`src/rtl/game_sequencer_pkg.sv`:
```
// -----------------------------------------------------------------------------
// game_sequencer_pkg
// Shared types for the game-flow controller: FSM state encoding (also exported
// on the debug LEDs), screen selection codes for the pixel-colour mux, field
// widths, and the per-state output decode used when a state is entered.
// No ports (package).
// -----------------------------------------------------------------------------
package game_sequencer_pkg;

    localparam int LIVES_W = 3;
    localparam int LEVEL_W = 4;

    typedef enum logic [2:0] {
        ST_TITLE  = 3'd0,
        ST_START  = 3'd1,
        ST_PLAY   = 3'd2,
        ST_HIT    = 3'd3,
        ST_WIN    = 3'd4,
        ST_LOSE   = 3'd5,
        ST_PAUSED = 3'd6
    } state_e;

    typedef enum logic [1:0] {
        SCR_TITLE = 2'd0,
        SCR_PLAY  = 2'd1,
        SCR_WIN   = 2'd2,
        SCR_LOSE  = 2'd3
    } screen_e;

    typedef struct packed {
        logic    game_reset;
        logic    run;
        screen_e screen;
    } outs_t;

    // Output levels that hold for the whole time a state is occupied.
    function automatic outs_t state_outs(state_e s);
        outs_t o;
        o = '{game_reset: 1'b0, run: 1'b0, screen: SCR_PLAY};
        case (s)
            ST_TITLE:  o = '{game_reset: 1'b1, run: 1'b0, screen: SCR_TITLE};
            ST_START:  o = '{game_reset: 1'b1, run: 1'b0, screen: SCR_PLAY};
            ST_PLAY:   o = '{game_reset: 1'b0, run: 1'b1, screen: SCR_PLAY};
            ST_HIT:    o = '{game_reset: 1'b0, run: 1'b0, screen: SCR_PLAY};
            ST_WIN:    o = '{game_reset: 1'b0, run: 1'b0, screen: SCR_WIN};
            ST_LOSE:   o = '{game_reset: 1'b0, run: 1'b0, screen: SCR_LOSE};
            ST_PAUSED: o = '{game_reset: 1'b0, run: 1'b0, screen: SCR_PLAY};
            default:   o = '{game_reset: 1'b1, run: 1'b0, screen: SCR_TITLE};
        endcase
        return o;
    endfunction

    function automatic int max4(int a, int b, int c, int d);
        int m;
        m = a;
        if (b > m) m = b;
        if (c > m) m = c;
        if (d > m) m = d;
        return m;
    endfunction

endpackage

```
`src/rtl/game_sequencer_if.sv`:
```
// -----------------------------------------------------------------------------
// game_sequencer_if
// Bundles the game-flow controller's event inputs and control/status outputs.
//   master modport : the sequencer (reads events, drives controls)
//   slave modport  : the surrounding game logic (drives events, reads controls)
// Signals:
//   frame_i, shoot_i, pause_i, player_hit_i, enemies_landed_i, enemies_dead_i
//   game_reset_o, run_o, add_life_o, screen_o[1:0], lives_o[2:0],
//   level_o[3:0], state_o[2:0]
// -----------------------------------------------------------------------------
interface game_sequencer_if;

    logic                                  frame_i;
    logic                                  shoot_i;
    logic                                  pause_i;
    logic                                  player_hit_i;
    logic                                  enemies_landed_i;
    logic                                  enemies_dead_i;
    logic                                  game_reset_o;
    logic                                  run_o;
    logic                                  add_life_o;
    logic [1:0]                            screen_o;
    logic [game_sequencer_pkg::LIVES_W-1:0] lives_o;
    logic [game_sequencer_pkg::LEVEL_W-1:0] level_o;
    logic [2:0]                            state_o;

    modport master (
        input  frame_i, shoot_i, pause_i, player_hit_i, enemies_landed_i, enemies_dead_i,
        output game_reset_o, run_o, add_life_o, screen_o, lives_o, level_o, state_o
    );

    modport slave (
        output frame_i, shoot_i, pause_i, player_hit_i, enemies_landed_i, enemies_dead_i,
        input  game_reset_o, run_o, add_life_o, screen_o, lives_o, level_o, state_o
    );

endinterface

```
`src/rtl/game_sequencer_frame_timer.sv`:
```
// -----------------------------------------------------------------------------
// game_sequencer_frame_timer
// Saturating frame-pulse counter shared by all timed states.
//   clk, rst_n : clock, asynchronous active-low reset
//   clr        : first cycle of a new state; the count is treated as zero
//                this cycle so a frame arriving now is already counted
//   frame      : count enable (one pulse per frame)
//   target     : number of frames to wait for in the current state
//   done       : this frame completes the target count
//   elapsed    : target count already reached in an earlier frame
// -----------------------------------------------------------------------------
module game_sequencer_frame_timer #(
    parameter int WIDTH_P = 7
) (
    input  logic               clk,
    input  logic               rst_n,
    input  logic               clr,
    input  logic               frame,
    input  logic [WIDTH_P-1:0] target,
    output logic               done,
    output logic               elapsed
);

    logic [WIDTH_P-1:0] cnt;
    logic [WIDTH_P-1:0] cnt_eff;

    assign cnt_eff = clr ? '0 : cnt;
    assign done    = frame && (cnt_eff == (target - WIDTH_P'(1)));
    assign elapsed = (cnt_eff >= target);

    always_ff @(posedge clk or negedge rst_n) begin
        if (!rst_n) begin
            cnt <= '0;
        end else if (frame && (cnt_eff != '1)) begin
            cnt <= cnt_eff + WIDTH_P'(1);
        end else begin
            cnt <= cnt_eff;
        end
    end

endmodule

```
`src/rtl/game_sequencer.sv`:
```
// -----------------------------------------------------------------------------
// game_sequencer
// Game-flow controller in the 25 MHz pixel domain: sequences title, start,
// play, respawn (HIT), level-won and game-over phases; all delays are counted
// in frame pulses. Outputs are registered and change on the edge a state is
// entered.
// Ports:
//   clk_i                  : pixel clock
//   reset_n_async_unsafe_i : asynchronous active-low reset
//   bus (master)           : event inputs and control/status outputs, see
//                            game_sequencer_if
// Optional feature: define GAME_PAUSE_EN to enable the PAUSED state toggled by
// rising edges of pause_i while playing. Without it pause_i is unused.
// -----------------------------------------------------------------------------
module game_sequencer
    import game_sequencer_pkg::*;
#(
    parameter int START_FRAMES_P = 30,
    parameter int HIT_FRAMES_P   = 60,
    parameter int WIN_FRAMES_P   = 120,
    parameter int LOSE_FRAMES_P  = 60,
    parameter int INIT_LIVES_P   = 3,
    parameter int MAX_LIVES_P    = 5
) (
    input  logic             clk_i,
    input  logic             reset_n_async_unsafe_i,
    game_sequencer_if.master bus
);

    localparam int FCNT_W = $clog2(max4(START_FRAMES_P, HIT_FRAMES_P,
                                        WIN_FRAMES_P, LOSE_FRAMES_P) + 1);

    state_e               state;
    outs_t                outs;
    logic                 add_life;
    logic [LIVES_W-1:0]   lives;
    logic [LEVEL_W-1:0]   level;
    logic                 shoot_q;
    logic                 shoot_rise;
    logic                 pause_rise;
    logic                 fcnt_clr;
    logic                 frame_cnt;
    logic [FCNT_W-1:0]    target;
    logic                 t_done;
    logic                 t_elapsed;

    // shoot_q resets high so a button held through reset never counts as a press.
    assign shoot_rise = bus.shoot_i & ~shoot_q;

`ifdef GAME_PAUSE_EN
    logic pause_q;

    assign pause_rise = bus.pause_i & ~pause_q;

    always_ff @(posedge clk_i or negedge reset_n_async_unsafe_i) begin
        if (!reset_n_async_unsafe_i) begin
            pause_q <= 1'b1;
        end else begin
            pause_q <= bus.pause_i;
        end
    end
`else
    logic unused_pause;

    assign unused_pause = bus.pause_i;
    assign pause_rise   = 1'b0;
`endif

    // The frame count is frozen while paused.
    assign frame_cnt = bus.frame_i & (state != ST_PAUSED);

    always_comb begin
        target = '0;
        case (state)
            ST_START: target = FCNT_W'(START_FRAMES_P);
            ST_HIT:   target = FCNT_W'(HIT_FRAMES_P);
            ST_WIN:   target = FCNT_W'(WIN_FRAMES_P);
            ST_LOSE:  target = FCNT_W'(LOSE_FRAMES_P);
            default:  target = '0;
        endcase
    end

    game_sequencer_frame_timer #(
        .WIDTH_P (FCNT_W)
    ) u_timer (
        .clk     (clk_i),
        .rst_n   (reset_n_async_unsafe_i),
        .clr     (fcnt_clr),
        .frame   (frame_cnt),
        .target  (target),
        .done    (t_done),
        .elapsed (t_elapsed)
    );

    // Every transition loads the new state's outputs and restarts the frame count.
    always_ff @(posedge clk_i or negedge reset_n_async_unsafe_i) begin
        if (!reset_n_async_unsafe_i) begin
            state    <= ST_TITLE;
            outs     <= state_outs(ST_TITLE);
            add_life <= 1'b0;
            lives    <= LIVES_W'(INIT_LIVES_P);
            level    <= '0;
            shoot_q  <= 1'b1;
            fcnt_clr <= 1'b0;
        end else begin
            shoot_q  <= bus.shoot_i;
            add_life <= 1'b0;
            fcnt_clr <= 1'b0;
            unique case (state)
                ST_TITLE: begin
                    if (shoot_rise) begin
                        lives    <= LIVES_W'(INIT_LIVES_P);
                        level    <= '0;
                        state    <= ST_START;
                        outs     <= state_outs(ST_START);
                        fcnt_clr <= 1'b1;
                    end
                end
                ST_START: begin
                    if (t_done) begin
                        state    <= ST_PLAY;
                        outs     <= state_outs(ST_PLAY);
                        fcnt_clr <= 1'b1;
                    end
                end
                ST_PLAY: begin
                    // Landing and a fatal hit both end the game and outrank a
                    // survivable hit, which in turn outranks clearing the wave.
                    if (bus.enemies_landed_i ||
                        (bus.player_hit_i && (lives == LIVES_W'(1)))) begin
                        lives    <= '0;
                        state    <= ST_LOSE;
                        outs     <= state_outs(ST_LOSE);
                        fcnt_clr <= 1'b1;
                    end else if (bus.player_hit_i) begin
                        lives    <= lives - LIVES_W'(1);
                        state    <= ST_HIT;
                        outs     <= state_outs(ST_HIT);
                        fcnt_clr <= 1'b1;
                    end else if (bus.enemies_dead_i) begin
                        state    <= ST_WIN;
                        outs     <= state_outs(ST_WIN);
                        fcnt_clr <= 1'b1;
                    end else if (pause_rise) begin
                        state    <= ST_PAUSED;
                        outs     <= state_outs(ST_PAUSED);
                        fcnt_clr <= 1'b1;
                    end
                end
                ST_HIT: begin
                    if (t_done) begin
                        state    <= ST_PLAY;
                        outs     <= state_outs(ST_PLAY);
                        fcnt_clr <= 1'b1;
                    end
                end
                ST_WIN: begin
                    if (t_done) begin
                        if (level != '1) begin
                            level <= level + LEVEL_W'(1);
                        end
                        if (lives < LIVES_W'(MAX_LIVES_P)) begin
                            lives    <= lives + LIVES_W'(1);
                            add_life <= 1'b1;
                        end
                        state    <= ST_START;
                        outs     <= state_outs(ST_START);
                        fcnt_clr <= 1'b1;
                    end
                end
                ST_LOSE: begin
                    // A press on the very frame the wait completes is accepted.
                    if (shoot_rise && (t_elapsed || t_done)) begin
                        lives    <= LIVES_W'(INIT_LIVES_P);
                        state    <= ST_TITLE;
                        outs     <= state_outs(ST_TITLE);
                        fcnt_clr <= 1'b1;
                    end
                end
                ST_PAUSED: begin
                    if (pause_rise) begin
                        state    <= ST_PLAY;
                        outs     <= state_outs(ST_PLAY);
                        fcnt_clr <= 1'b1;
                    end
                end
                default: begin
                    state    <= ST_TITLE;
                    outs     <= state_outs(ST_TITLE);
                    fcnt_clr <= 1'b1;
                end
            endcase
        end
    end

    assign bus.game_reset_o = outs.game_reset;
    assign bus.run_o        = outs.run;
    assign bus.screen_o     = outs.screen;
    assign bus.add_life_o   = add_life;
    assign bus.lives_o      = lives;
    assign bus.level_o      = level;
    assign bus.state_o      = state;

endmodule

```
`src/flat_wrapper.sv`:
```
// flat-port wrapper written by rule: the top's interface ports become plain ports
module game_sequencer_flat import game_sequencer_pkg::*;
#(
    parameter int START_FRAMES_P = 30,
    parameter int HIT_FRAMES_P   = 60,
    parameter int WIN_FRAMES_P   = 120,
    parameter int LOSE_FRAMES_P  = 60,
    parameter int INIT_LIVES_P   = 3,
    parameter int MAX_LIVES_P    = 5
)
  (clk_i, reset_n_async_unsafe_i, bus_frame_i, bus_shoot_i, bus_pause_i, bus_player_hit_i, bus_enemies_landed_i, bus_enemies_dead_i, bus_game_reset_o, bus_run_o, bus_add_life_o, bus_screen_o, bus_lives_o, bus_level_o, bus_state_o);
  game_sequencer_if bus_i ();
  input  logic clk_i;
  input  logic reset_n_async_unsafe_i;
  input wire logic [$bits(bus_i.frame_i)-1:0] bus_frame_i;
  input wire logic [$bits(bus_i.shoot_i)-1:0] bus_shoot_i;
  input wire logic [$bits(bus_i.pause_i)-1:0] bus_pause_i;
  input wire logic [$bits(bus_i.player_hit_i)-1:0] bus_player_hit_i;
  input wire logic [$bits(bus_i.enemies_landed_i)-1:0] bus_enemies_landed_i;
  input wire logic [$bits(bus_i.enemies_dead_i)-1:0] bus_enemies_dead_i;
  output wire logic [$bits(bus_i.game_reset_o)-1:0] bus_game_reset_o;
  output wire logic [$bits(bus_i.run_o)-1:0] bus_run_o;
  output wire logic [$bits(bus_i.add_life_o)-1:0] bus_add_life_o;
  output wire logic [$bits(bus_i.screen_o)-1:0] bus_screen_o;
  output wire logic [$bits(bus_i.lives_o)-1:0] bus_lives_o;
  output wire logic [$bits(bus_i.level_o)-1:0] bus_level_o;
  output wire logic [$bits(bus_i.state_o)-1:0] bus_state_o;
  assign bus_i.frame_i = bus_frame_i;
  assign bus_i.shoot_i = bus_shoot_i;
  assign bus_i.pause_i = bus_pause_i;
  assign bus_i.player_hit_i = bus_player_hit_i;
  assign bus_i.enemies_landed_i = bus_enemies_landed_i;
  assign bus_i.enemies_dead_i = bus_enemies_dead_i;
  assign bus_game_reset_o = bus_i.game_reset_o;
  assign bus_run_o = bus_i.run_o;
  assign bus_add_life_o = bus_i.add_life_o;
  assign bus_screen_o = bus_i.screen_o;
  assign bus_lives_o = bus_i.lives_o;
  assign bus_level_o = bus_i.level_o;
  assign bus_state_o = bus_i.state_o;
  game_sequencer #(.START_FRAMES_P(START_FRAMES_P), .HIT_FRAMES_P(HIT_FRAMES_P), .WIN_FRAMES_P(WIN_FRAMES_P), .LOSE_FRAMES_P(LOSE_FRAMES_P), .INIT_LIVES_P(INIT_LIVES_P), .MAX_LIVES_P(MAX_LIVES_P)) u_core (.clk_i(clk_i), .reset_n_async_unsafe_i(reset_n_async_unsafe_i), .bus(bus_i));
endmodule
```
`config.mk`:
```
export PLATFORM = sky130hd
export DESIGN_NAME = game_sequencer_flat
export DESIGN_NICKNAME = d
export VERILOG_FILES = /design/src/rtl/game_sequencer_pkg.sv /design/src/rtl/game_sequencer_if.sv /design/src/rtl/game_sequencer_frame_timer.sv /design/src/rtl/game_sequencer.sv /design/src/flat_wrapper.sv
export SDC_FILE = /design/constraint.sdc
export NUM_CORES = 1
export LEC_CHECK = 0
export BUFFER_PORTS_ARGS = -buffer_cell sky130_fd_sc_hd__buf_2
export CORE_ASPECT_RATIO = 0.5
export CORE_MARGIN = 5
export CORE_UTILIZATION = 40
export CTS_CLUSTER_DIAMETER = 40
export DETAILED_ROUTE_END_ITERATION = 10
export PLACE_DENSITY = 0.57
export SETUP_SLACK_MARGIN = 0.5
export SLEW_MARGIN = 30
export SYNTH_ARGS = -nofsm -noshare
export SYNTH_HDL_FRONTEND = slang
export SYNTH_SLANG_ARGS = --single-unit
```
`constraint.sdc`:
```
create_clock -name clk_i -period 5.8 [get_ports clk_i]
set_input_delay 0.87 -clock clk_i [delete_from_list [all_inputs] [get_ports clk_i]]
set_output_delay 0.87 -clock clk_i [all_outputs]
set_load 0.03 [all_outputs]
```
==> metrics <==
worst-case clock buffer depth 2; Die H 56.7 um; Netlist cell types 57; startpoint types flop; Setup Skew 0.0118 ns; Cells after Synth 191; Synth async-reset ratio 100%; share of layout cells above drive strength 1 19.9%; min Tclk post-route 3.29 ns; Max-Cap Viols 0; endpoint type of the worst setup path flop; critical path cell sequence and2b_1 -> nand2b_1 -> inv_1 -> ha_1 -> and4bb_2 -> o2111ai_1 -> nor4_2 -> or2_1 -> mux2_4; DP Worst Slack 2.51 ns; worst skew pair latency 0.28 ns; Post-DRT Antenna Nets 0; commonest non-fill, non-tap cell in the layout buf_2; total die area 0.00586 sq mm; hold_buf cts 0; Final Cell Area 0.00192 sq mm; IO buf count 21; area of the multi-input gates 0.00108 sq mm; dpl cell area 0.00187 sq mm; arrival time worst endpoint 3.45 ns; leak pwr 0.861 nW; DP Wirelength 2830 um; DR vias 1,447; Resize count post-CTS 0; power per cell area 488 mW/mm^2; H-tree depth 1; register area 581 sq um; Num CTS Buffers 3; Pre-antenna DRT Iters 4; total grt overflow 0; Setup Fix Bufs, Post-CTS 0; Setup WS post-layout 2.51 ns; first-pass GRT wire length 6560 um; CP Data Required Time 5.96 ns; CP peak stage delay 0.84 ns; maximum vdd ir drop 149 uV; final slew viol count 0; area delta synth->final 9.75%; GP Congestion 0.857; cell family with most CP delay simple AND/OR/NAND/NOR gates; worst min path class flop to flop; syn_nets 211; Root Buffer clkbuf_8; Setup TNS 0 ns; initial antenna violation count 0; Slew @ Worst Pin 0.747 ns; average size of a mapped cell 9.14 sq um; Max Fclk 0.304 GHz; GRT Util Overall 13.9%; cell area after synthesis 0.00175 sq mm; Clock transition at path regs 0.10 ns; Filler Cells Inserted 432; Starting Density 40.6%; worst hold slack 0.517 ns; Seq/Total Area, Yosys 33.3%; largest net degree at the start of global routing 28; CTS tree yes; I/O pin cnt 23; Layout Nets 227; worst path bufs/invs 1; commonest cells after routing, fill and taps aside buf_2, dfrtp_1, nand2_1; Core Footprint 0.00430 sq mm; vias in the first global route 1,367; Slowest-stage cell, CP dfrtp_1; type of the worst setup path flop to flop; DR iter-0 viols 53; synth warn 0; Via density 5.50; Tcrit/Tclk final 56.8%; Sink Count 23; crit path max fanout 27; Die Wd 103 um; wire per inst 14.7 um; RSZ-0062 raised after global routing false; FP Rows 17; outcome finished, final reports clean; Slew headroom 50.2%; drt drc 0; Final setup violation count 0; Main synth FF type dfrtp_1; Inserted Diodes 0; Post-Route WL 3860 um; Final Hold Vio Count 0; Post-synth EDFFs 0; Yosys reg bits 23
worst register-to-register path, cell delays in order, from the launching register on:
cell and delay (ns):
dfrtp_1 0.84, and2b_1 0.35, nand2b_1 0.14, inv_1 0.06
ha_1 0.30, and4bb_2 0.30, o2111ai_1 0.24, nor4_2 0.28
or2_1 0.35, mux2_4 0.33
cell usage after synthesis (4+ instances only):
cell / instances / area share [%]
dfrtp_1: 19 / 27
nand2_1: 15 / 3.2
ha_1: 12 / 8.6
o21ai_0: 11 / 3.2
nor2_1: 10 / 2.2
a21oi_1: 8 / 2.3
inv_1: 8 / 1.7
nor2b_1: 7 / 2.5
buf_2: 5 / 1.4
nand2b_1: 5 / 1.8
nand4_1: 5 / 1.8
nor3_1: 5 / 1.4
xnor2_1: 5 / 2.5
and2_1: 4 / 1.4
dfstp_2: 4 / 6.0
xor2_1: 4 / 2.0
stage by stage:
step / instances / total power [mW] / utilization, %
after floorplan: 191 / 0.727 / -
after global placement: 259 / 0.817 / 43.4
after detailed placement: 259 / 0.829 / 43.4
after CTS: 263 / 0.940 / 44.6
after global routing: 263 / 1.02 / 44.6
final: 263 / 0.936 / 44.6
per-layer routing:
metal / GRT usage [%] / wire length, um / part of all wire, %
met5: 0 / 0 / 0
met3: 3.97 / 183 / 4.7
met2: 21.9 / 1800 / 47
met1: 19.3 / 1860 / 48
met4: 2.03 / 13 / 0.34
cell families (layout without fill, tap and decap cells):
logic type               Yosys count  after routing  share of synthesized area, %
AND/OR/NAND/NOR                   73             73                          24.0
AO/OA/AOI/OAI                     48             48                          19.1
flip-flops                        23             23                          33.3
buffers and inverters             18             33                          4.87
adder cells (fa/ha/maj)           12             12                          8.60
XOR/XNOR                           9              9                          4.52
multiplexers                       8              8                          5.59
final cells by class:
type                            instances  share of cell area, %
Sequential cell                        23                   30.3
Timing Repair Buffer                   21                   5.49
Multi-Input combinational cell        150                   56.4
Clock inverter                          1                  0.392
Clock buffer                            3                   2.16
Inverter                                8                   1.57
Tap cell                               57                   3.72
where the power goes:
part	switching (mW)	total [mW]	leakage [nW]	internal (mW)
clock	0.0588	0.108	0.0217	0.0488
combinational	0.299	0.517	0.555	0.218
sequential	0.0932	0.311	0.285	0.218
final timing paths:
path                            slack, ns                               start  cells past startpoint                            endpoint
min in group asynchronous            0.57              reset_n_async_unsafe_i                      1   u_core.bus.level_o[0]$_DFFE_PN0P_
worst min register to register       0.52  u_core.bus.screen_o[0]$_DFFE_PN0P_                      1  u_core.bus.screen_o[0]$_DFFE_PN0P_
worst max-delay path                 2.51   u_core.bus.state_o[2]$_DFFE_PN0P_                      9        u_core.bus.run_o$_DFFE_PN0P_
max in group asynchronous            4.86              reset_n_async_unsafe_i                      1     u_core.u_timer.cnt[0]$_DFF_PN0_
worst max register to register       2.51   u_core.bus.state_o[2]$_DFFE_PN0P_                      9        u_core.bus.run_o$_DFFE_PN0P_
worst min-delay path                 0.52  u_core.bus.screen_o[0]$_DFFE_PN0P_                      1  u_core.bus.screen_o[0]$_DFFE_PN0P_
registers in the layout (all words and copies together), names as in the netlist:
name / cells
u_core.shoot_q: 1
u_core.bus.add_life_o: 1
u_core.bus.lives_o: 3
u_core.bus.screen_o: 1
u_core.bus.run_o: 1
u_core.bus.level_o: 4
u_core.bus.game_reset_o: 1
u_core.u_timer.cnt: 7
u_core.bus.state_o: 3
u_core.fcnt_clr: 1
Note: power is estimated with default switching activity, not from simulation.
